`config.mk`:
```
export PLATFORM = sky130hd
export DESIGN_NAME = bram_arbiter_flat
export DESIGN_NICKNAME = d
export VERILOG_FILES = /design/src/rtl/bram_arbiter_if.sv /design/src/rtl/bram_arbiter.sv /design/src/flat_wrapper.sv
export SDC_FILE = /design/constraint.sdc
export NUM_CORES = 1
export LEC_CHECK = 0
export ABC_CLOCK_PERIOD_IN_PS = 3210
export BUFFER_PORTS_ARGS = -buffer_cell sky130_fd_sc_hd__buf_4
export CAP_MARGIN = 20
export CORE_AREA = 2 2 179 181
export CTS_CLUSTER_SIZE = 16
export DETAILED_ROUTE_END_ITERATION = 7
export DIE_AREA = 0 0 181 183
export PLACE_DENSITY = 0.51
export SYNTH_ARGS = -nofsm -noshare
export SYNTH_HDL_FRONTEND = slang
export SYNTH_SLANG_ARGS = --single-unit
```
`constraint.sdc`:
```
create_clock -name clk -period 3.21 [get_ports clk]
set_input_delay 0.321 -clock clk [delete_from_list [all_inputs] [get_ports clk]]
set_output_delay 0.321 -clock clk [all_outputs]
set_load 0.005 [all_outputs]
```
`src/rtl/bram_arbiter_if.sv`:
```
// Requester-side bus of the BRAM arbiter.
// All NREQ requesters share one bundle: each lane has a slice of every field.
//   req   : per-requester access request
//   rw    : per-requester direction (1=read, 0=write)
//   mode  : per-requester access mode, lane i at [2i+1:2i]
//   addr  : per-requester address, lane i at [AW*i +: AW]
//   wdata : per-requester write data, lane i at [DW*i +: DW]
//   ack   : one-hot, one-cycle completion pulse from the arbiter
//   rdata : read data, valid while ack is high
// master = requester side, slave = arbiter side.
interface bram_arbiter_if #(
    parameter int NREQ = 3,
    parameter int AW   = 40,
    parameter int DW   = 40
);
    logic [NREQ-1:0]    req;
    logic [NREQ-1:0]    rw;
    logic [2*NREQ-1:0]  mode;
    logic [AW*NREQ-1:0] addr;
    logic [DW*NREQ-1:0] wdata;
    logic [NREQ-1:0]    ack;
    logic [DW-1:0]      rdata;

    modport master (output req, rw, mode, addr, wdata, input ack, rdata);
    modport slave  (input req, rw, mode, addr, wdata, output ack, rdata);
endinterface

```
`src/rtl/bram_arbiter.sv`:
```
// Round-robin arbiter sharing one bramctl port between NREQ requesters.
// Each access is latched, held through bramctl's fixed latency LAT, and
// completed with a one-cycle ack pulse to the winner. The arbiter also owns
// bramctl's arraywidth and only changes it while no access is in flight.
// Ports:
//   clk, rst        : clock, synchronous active-low reset
//   rq              : requester bus (bram_arbiter_if.slave)
//   busy            : high whenever an access is in progress
//   cfg_we/cfg_arraywidth : arraywidth update request
//   arraywidth      : to bramctl
//   MemAddr/MemDataIn/mem_mode/RW : registered request to bramctl
//   MemDataOut      : read data from bramctl
module bram_arbiter #(
    parameter int NREQ   = 3,
    parameter int AW     = 40,
    parameter int DW     = 40,
    parameter int LAT    = 1,
    parameter int AW_RST = 64
) (
    input  logic          clk,
    input  logic          rst,
    bram_arbiter_if.slave rq,
    output logic          busy,
    input  logic          cfg_we,
    input  logic [15:0]   cfg_arraywidth,
    output logic [15:0]   arraywidth,
    output logic [AW-1:0] MemAddr,
    output logic [DW-1:0] MemDataIn,
    input  logic [DW-1:0] MemDataOut,
    output logic [1:0]    mem_mode,
    output logic          RW
);

    localparam logic [1:0] IDLE = 2'd0;
    localparam logic [1:0] WAIT = 2'd1;
    localparam logic [1:0] ACK  = 2'd2;

    localparam int PW = (NREQ > 1) ? $clog2(NREQ) : 1;
    localparam int CW = (LAT > 0) ? $clog2(LAT + 1) : 1;

    logic [1:0]      state;
    logic [PW-1:0]   ptr;
    logic [PW-1:0]   gnt;
    logic [PW-1:0]   win;
    logic            found;
    logic [CW-1:0]   cnt;
    logic            pend;
    logic [15:0]     pend_val;
    logic [NREQ-1:0] ack_q;
    logic [DW-1:0]   rdata_q;

    assign rq.ack   = ack_q;
    assign rq.rdata = rdata_q;
    assign busy     = (state != IDLE);

    // Circular priority scan: the first set req at or after ptr wins.
    always_comb begin
        int idx;
        win   = '0;
        found = 1'b0;
        idx   = 0;
        for (int k = 0; k < NREQ; k++) begin
            idx = (int'(ptr) + k) % NREQ;
            if (!found && rq.req[idx]) begin
                found = 1'b1;
                win   = PW'(idx);
            end
        end
    end

    always_ff @(posedge clk) begin
        if (!rst) begin
            state      <= IDLE;
            ptr        <= '0;
            gnt        <= '0;
            cnt        <= '0;
            pend       <= 1'b0;
            pend_val   <= '0;
            ack_q      <= '0;
            rdata_q    <= '0;
            arraywidth <= 16'(AW_RST);
            MemAddr    <= '0;
            MemDataIn  <= '0;
            mem_mode   <= '0;
            RW         <= 1'b1;
        end else begin
            case (state)
                IDLE: begin
                    if (found) begin
                        MemAddr   <= rq.addr[AW*win +: AW];
                        MemDataIn <= rq.wdata[DW*win +: DW];
                        mem_mode  <= rq.mode[2*win +: 2];
                        RW        <= rq.rw[win];
                        gnt       <= win;
                        ptr       <= (win == PW'(NREQ - 1)) ? '0 : win + 1'b1;
                        cnt       <= CW'(LAT);
                        state     <= WAIT;
                        // A grant on this edge makes the access in flight,
                        // so the new width must wait for it to finish.
                        if (cfg_we) begin
                            pend     <= 1'b1;
                            pend_val <= cfg_arraywidth;
                        end
                    end else if (cfg_we) begin
                        arraywidth <= cfg_arraywidth;
                    end
                end
                WAIT: begin
                    if (cfg_we) begin
                        pend     <= 1'b1;
                        pend_val <= cfg_arraywidth;
                    end
                    if (cnt == '0) begin
                        if (RW) rdata_q <= MemDataOut;
                        ack_q[gnt] <= 1'b1;
                        RW         <= 1'b1;
                        state      <= ACK;
                    end else begin
                        cnt <= cnt - 1'b1;
                    end
                end
                ACK: begin
                    // Requests are ignored here; a req still high is seen
                    // as a fresh request on the next IDLE edge.
                    ack_q <= '0;
                    state <= IDLE;
                    pend  <= 1'b0;
                    if (cfg_we)    arraywidth <= cfg_arraywidth;
                    else if (pend) arraywidth <= pend_val;
                end
                default: state <= IDLE;
            endcase
        end
    end

endmodule

```
`src/flat_wrapper.sv`:
```
// flat-port wrapper written by rule: the top's interface ports become plain ports
module bram_arbiter_flat 
#(
    parameter int NREQ   = 3,
    parameter int AW     = 40,
    parameter int DW     = 40,
    parameter int LAT    = 1,
    parameter int AW_RST = 64
)
  (clk, rst, busy, cfg_we, cfg_arraywidth, arraywidth, MemAddr, MemDataIn, MemDataOut, mem_mode, RW, rq_req, rq_rw, rq_mode, rq_addr, rq_wdata, rq_ack, rq_rdata);
  bram_arbiter_if #(.NREQ(NREQ), .AW(AW), .DW(DW)) rq_i ();
  input  logic clk;
  input  logic rst;
  output logic busy;
  input  logic cfg_we;
  input  logic [15:0] cfg_arraywidth;
  output logic [15:0] arraywidth;
  output logic [AW-1:0] MemAddr;
  output logic [DW-1:0] MemDataIn;
  input  logic [DW-1:0] MemDataOut;
  output logic [1:0] mem_mode;
  output logic RW;
  input wire logic [$bits(rq_i.req)-1:0] rq_req;
  input wire logic [$bits(rq_i.rw)-1:0] rq_rw;
  input wire logic [$bits(rq_i.mode)-1:0] rq_mode;
  input wire logic [$bits(rq_i.addr)-1:0] rq_addr;
  input wire logic [$bits(rq_i.wdata)-1:0] rq_wdata;
  output wire logic [$bits(rq_i.ack)-1:0] rq_ack;
  output wire logic [$bits(rq_i.rdata)-1:0] rq_rdata;
  assign rq_i.req = rq_req;
  assign rq_i.rw = rq_rw;
  assign rq_i.mode = rq_mode;
  assign rq_i.addr = rq_addr;
  assign rq_i.wdata = rq_wdata;
  assign rq_ack = rq_i.ack;
  assign rq_rdata = rq_i.rdata;
  bram_arbiter #(.NREQ(NREQ), .AW(AW), .DW(DW), .LAT(LAT), .AW_RST(AW_RST)) u_core (.clk(clk), .rst(rst), .rq(rq_i), .busy(busy), .cfg_we(cfg_we), .cfg_arraywidth(cfg_arraywidth), .arraywidth(arraywidth), .MemAddr(MemAddr), .MemDataIn(MemDataIn), .MemDataOut(MemDataOut), .mem_mode(mem_mode), .RW(RW));
endmodule
```
* Word level (Yosys, flattened, before mapping) *
Index checks and enable logic that the tools add are counted.

cells by class
  muxes and demuxes = 42
  reduce and logical (&&, ||, !) cells = 19
  $lt $le $gt $ge = 6
  eq/ne operators = 8
  multipliers = 1
  bitwise logic cells = 2
  $add $sub $neg = 4
  shift operators = 3
  divide/modulo/power cells = 3

operator list
  kind                   number
  $shiftx 120x9->40      2
  $lt 32x4->1 const B    3
  $mux 16                6
  $mod 32x3->32 const B  2
  $pmux 16 s2            2
  $mod 3x3->32 const B   1
  $mux 1                 17
  $mux 2                 6
  $reduce_and 2->1       5
  $bmux 1 s2             4
  $reduce_bool 2->1      4
  $lt 2x3->1 const B     2
  $ne 2x2->1 const B     3
  $pmux 3 s2             1
  $reduce_and 3->1       2
  $shiftx 6x4->2         1
  $mul 3x2->5 const A    1
  $eq 2x2->1 const B     2
  $pmux 1 s2             2
  $pmux 2 s2             1
  $reduce_and 4->1       1
  $add 2x1->3 const B    1
  $add 2x2->3 const B    1
  $logic_and 1x1->1      3
  14 further kinds       15

word-level totals
  bits in latches = 0
  output and inout port bits = 143
  bits in writable memories = 0
  word-level logic and storage cells = 101
  bits in registers = 166
  bits of input ports = 311
  ROM bits = 0
  memories kept = 0

* Depth between registers and ports, before layout *
  word-level depth = 15
  depth in mapped cells = 11
  gate-level depth less buffers = 8

* Least setup slack after synthesis *
Ideal clock, no wire load.

  path kind = flip-flop to flip-flop
  from = register u_core.ptr[0]
  to = register u_core.MemAddr[24]
  buffers on the path = 3
  library setup time = 122 ps
  data required time = 3088 ps
  arrival = 2447 ps
  slack = 641 ps
  stages on the path, launching flop included = 12
  period minus slack after synthesis = 2569 ps
  path through = dfxtp_1 inv_1 ha_1 buf_2 nor2b_1 o21ai_0 a211oi_1 buf_2 buf_2 mux2i_1 nor2_1 a221o_1

on the way
  word-level cells in the longest chain between the ends = 13
  elaborated cells on any way between the ends = 27
  those cells by class = add/sub: 2; mul: 1; div: 3; shift: 1; mux: 15; reduce/logical: 5

RTL lines
  what                                                    line                text
  start: declaration                                      bram_arbiter.sv:42  logic [PW-1:0] ptr;
  start signal: assignment                                bram_arbiter.sv:95  ptr <= (win == PW'(NREQ - 1)) ? '0 : win + 1'b1;
  branches (longest 13 deep; another with $mod 32x3->32)  --
  end signal: assignment                                  bram_arbiter.sv:90  MemAddr <= rq.addr[AW*win +: AW];
  end: declaration                                        bram_arbiter.sv:27  output logic [AW-1:0] MemAddr,

Parallel ways; which one is timed is not known. The select of a mux whose other input is x is not followed.
A chain may end at the register's enable or synchronous reset.

* Worst setup path after layout *
  from = register u_core.ptr[0]
  to = register u_core.MemAddr[22]

The elaborated chain is that of the path after synthesis.

==> reports/metrics.yaml <==
placement:
  numPlacedInstances: 1576
  dpl-instance-area_um2: 11100
  post-dp-hpwl_um: 21300
  portBuffers: 453
  preCtsSetupSlack_ps: 309
  final_gp_congestion: 0.808
drt:
  vias: 7300
  postRouteAntennaNets: 0
  remaining_drc_errors: 0
  detail_route.vias_per_cell: 4.54
  wl_um: 28500
  drt_first_iter_violations: 333
  drt-pass1-iter-count: 4
  routedWlPerCell_um: 17.7
yosys:
  yosys_most_used_dff: "sky130_fd_sc_hd__dfxtp_1"
  synth-compound-area-share: 0.185
  yosys_warnings: 0
  post_synth_inst_count: 765
  synth_cell_type_count: 43
  synth-xor-area-share: 0
  netlist_area_um2: 7310
  synth_sequential_area_ratio: 0.454
  count_of_state_elements_after_synthesis: 166
  postSynthAreaPerCell_um2: 9.56
  synth.area.mux_share: 0.165
  yosys.area_share.simple: 0.134
  synth.net_count: 1080
  synth-edff-count: 0
  largest_family_of_logic_cells_by_synthesized_area: "compound AO/OA/AOI/OAI gates"
  async_reset_ff_frac: 0
  synth_fa_ha_area_frac: 0.00684
final_layout:
  area_growth_syn_to_layout_pct: 60.2
  layout_common_cells: "sky130_fd_sc_hd__buf_4 (464), sky130_fd_sc_hd__dfxtp_1 (166), sky130_fd_sc_hd__nor2_1 (127)"
  layout.cells.most_common: "sky130_fd_sc_hd__buf_4"
  layout.cell_area.non_filler_um2: 11700
  layout.nets: 1508
  final_cells: 1609
  post_route_cells_drive_above_1_share: 0.430
sta:
  fin_ws_ps: 287
  setup_repair_after_global_routing_missed_its_margin: "no"
  fin_hold_ws_ps: 112
  min_period_over_period: 0.911
  maxSlewViolCount: 0
  timing.slew.headroom: 0.425
  timing_hold_violations_final: 0
  min_period_ps: 2920
  worstMarginPinSlew_ps: 863
  setup-tns-final_ps: 0
  final-setup-viol-count: 0
  maximum_operating_frequency_mhz: 342
  worst_clock_skew_ps: 8.30
pwr:
  ir_worst_vdd_v: 0.000347
  power.density_cell_area_nw_per_um2: 854
  p_leak_nw: 5.63
clocking:
  clockRootBuffer: "sky130_fd_sc_hd__clkbuf_16"
  post_cts_resized: 0
  cts.path.max_buffers: 2
  tritoncts_num_sinks: 166
  clock_tree.htree_level_count: 4
  cts_tree: "yes"
  clkTransAtPathRegs_ps: 80
  tritoncts.num_buffers: 17
  insertion_delay_of_the_later_clocked_pin_in_the_worst_skew_pair_ps: 420
  post-cts-setup-buffers: 0
  cts-hold-fix-buffers: 0
floorplanning:
  floorplan.die.width_um: 181
  placement_rows: 65
  die_area_um2: 33100
  design.portCount: 454
  core_area_um2: 31200
  initial_utilization: 0.234
  die_height_um: 183
job:
  max-cap-violations: 0
global_routing:
  antenna_violations_before_repair: 1
  first_global_vias: 7250
  pin_count_of_the_biggest_net_entering_global_routing: 76
  global_route.overflow_total: 0
  grt_first_pass_wirelength_um: 42700
  grt_util_all_layers: 0.166
worst_setup_path:
  criticalPathCategory: "reg -> reg"
  setup.worst_path.start_class: "flip-flop"
  required_ps: 3580
  setup.worst_path.end_class: "flip-flop"
  worstPathMaxFanout: 49
  arrival_ps: 3290
worst_hold_path:
  holdCritPathClass: "in -> reg"
outcome:
  outcome: "complete, no violations"
## Yosys cell counts, types with 2 or more instances
library cell | n | area (µm²)
sky130_fd_sc_hd__inv_1 | 7 | 26.3
sky130_fd_sc_hd__dfxtp_1 | 166 | 3320
sky130_fd_sc_hd__nand2b_1 | 2 | 12.5
sky130_fd_sc_hd__o21ai_0 | 4 | 20.0
sky130_fd_sc_hd__a211oi_1 | 16 | 120
sky130_fd_sc_hd__nor2_1 | 128 | 480
sky130_fd_sc_hd__clkbuf_1 | 25 | 93.8
sky130_fd_sc_hd__a221o_1 | 82 | 821
sky130_fd_sc_hd__nand3b_1 | 3 | 22.5
sky130_fd_sc_hd__nor2b_1 | 4 | 25.0
sky130_fd_sc_hd__buf_4 | 2 | 15.0
sky130_fd_sc_hd__a21oi_1 | 47 | 235
sky130_fd_sc_hd__nand2_1 | 90 | 338
sky130_fd_sc_hd__o21ai_1 | 2 | 10.0
sky130_fd_sc_hd__and2_1 | 3 | 18.8
sky130_fd_sc_hd__ha_1 | 4 | 50.1
sky130_fd_sc_hd__buf_2 | 21 | 105
sky130_fd_sc_hd__mux2_2 | 2 | 22.5
sky130_fd_sc_hd__nor3_1 | 3 | 15.0
sky130_fd_sc_hd__or3_1 | 2 | 12.5
sky130_fd_sc_hd__mux2i_1 | 117 | 1170
sky130_fd_sc_hd__buf_6 | 14 | 158
## area by class of cell
cell class / count / area, µm²
Antenna cell: 1 / 2.50
Fill cell: 3220 / 19500
Multi-Input combinational cell: 530 / 3640
Clock buffer: 18 / 429
Tap cell: 402 / 503
Clock inverter: 14 / 165
Sequential cell: 166 / 3320
Timing Repair Buffer: 471 / 3620
Inverter: 7 / 26.3
## cell families (layout without fill, tap and decap cells)
family / after synthesis / in the layout
other: 0 / 1
multiplexers: 120 / 120
flip-flops: 166 / 166
AO/OA/AOI/OAI: 164 / 164
AND/OR/NAND/NOR: 242 / 242
adder cells (fa/ha/maj): 4 / 4
buffers and inverters: 69 / 510
## worst paths after layout
kind / from / endpoint / slack (ps) / depth (start not counted)
max reg2reg: u_core.ptr[0] / u_core.MemAddr[22] / 290 / 9
max: u_core.ptr[0] / u_core.MemAddr[22] / 290 / 9
min: rq_addr[104] / u_core.MemAddr[24] / 110 / 2
min reg2reg: u_core.rq.rdata[37] / u_core.rq.rdata[37] / 460 / 2
## report_power, final
part           leakage [nW]  switching, mW  internal, mW  total, mW
sequential             1.36          0.470          2.84       3.31
combinational          3.98           2.18          2.41       4.59
clock                 0.290          0.935          1.17       2.11
total                  5.63           3.59          6.42       10.0
## worst max-delay path: stages, from the launching register on
cell and delay (ps):
sky130_fd_sc_hd__dfxtp_1 390, sky130_fd_sc_hd__inv_1 80, sky130_fd_sc_hd__ha_1 440, sky130_fd_sc_hd__and3b_1 270, sky130_fd_sc_hd__o21bai_4 210, sky130_fd_sc_hd__o221a_1 300, sky130_fd_sc_hd__a2111o_2 610, sky130_fd_sc_hd__buf_12 240
sky130_fd_sc_hd__nor2_1 150, sky130_fd_sc_hd__a221o_1 120
## metrics by stage
step,total power [mW],util
after floorplan,5.81,-
after global placement,7.97,0.356
after detailed placement,8.01,0.356
after CTS,10.2,0.375
after global routing,10.7,0.375
final,10.0,0.375
## sequential cells by signal, summed over array words and instances, names as in the netlist
signal	cells
u_core.MemAddr	40
u_core.MemDataIn	40
u_core.rq.rdata	40
u_core.arraywidth	16
u_core.pend_val	16
u_core.rq.ack	3
u_core.gnt	2
u_core.mem_mode	2
u_core.ptr	2
u_core.state	2
u_core.RW	1
u_core.cnt	1
u_core.pend	1
## metal layers
layer,track usage,wire length [µm],share of wire
met2,0.290,14100,0.50
met1,0.199,12000,0.42
met4,0.0407,205,0.0072
met3,0.0520,2220,0.078
met5,0,0,0
No activity file was read; power rests on OpenSTA's default activity.
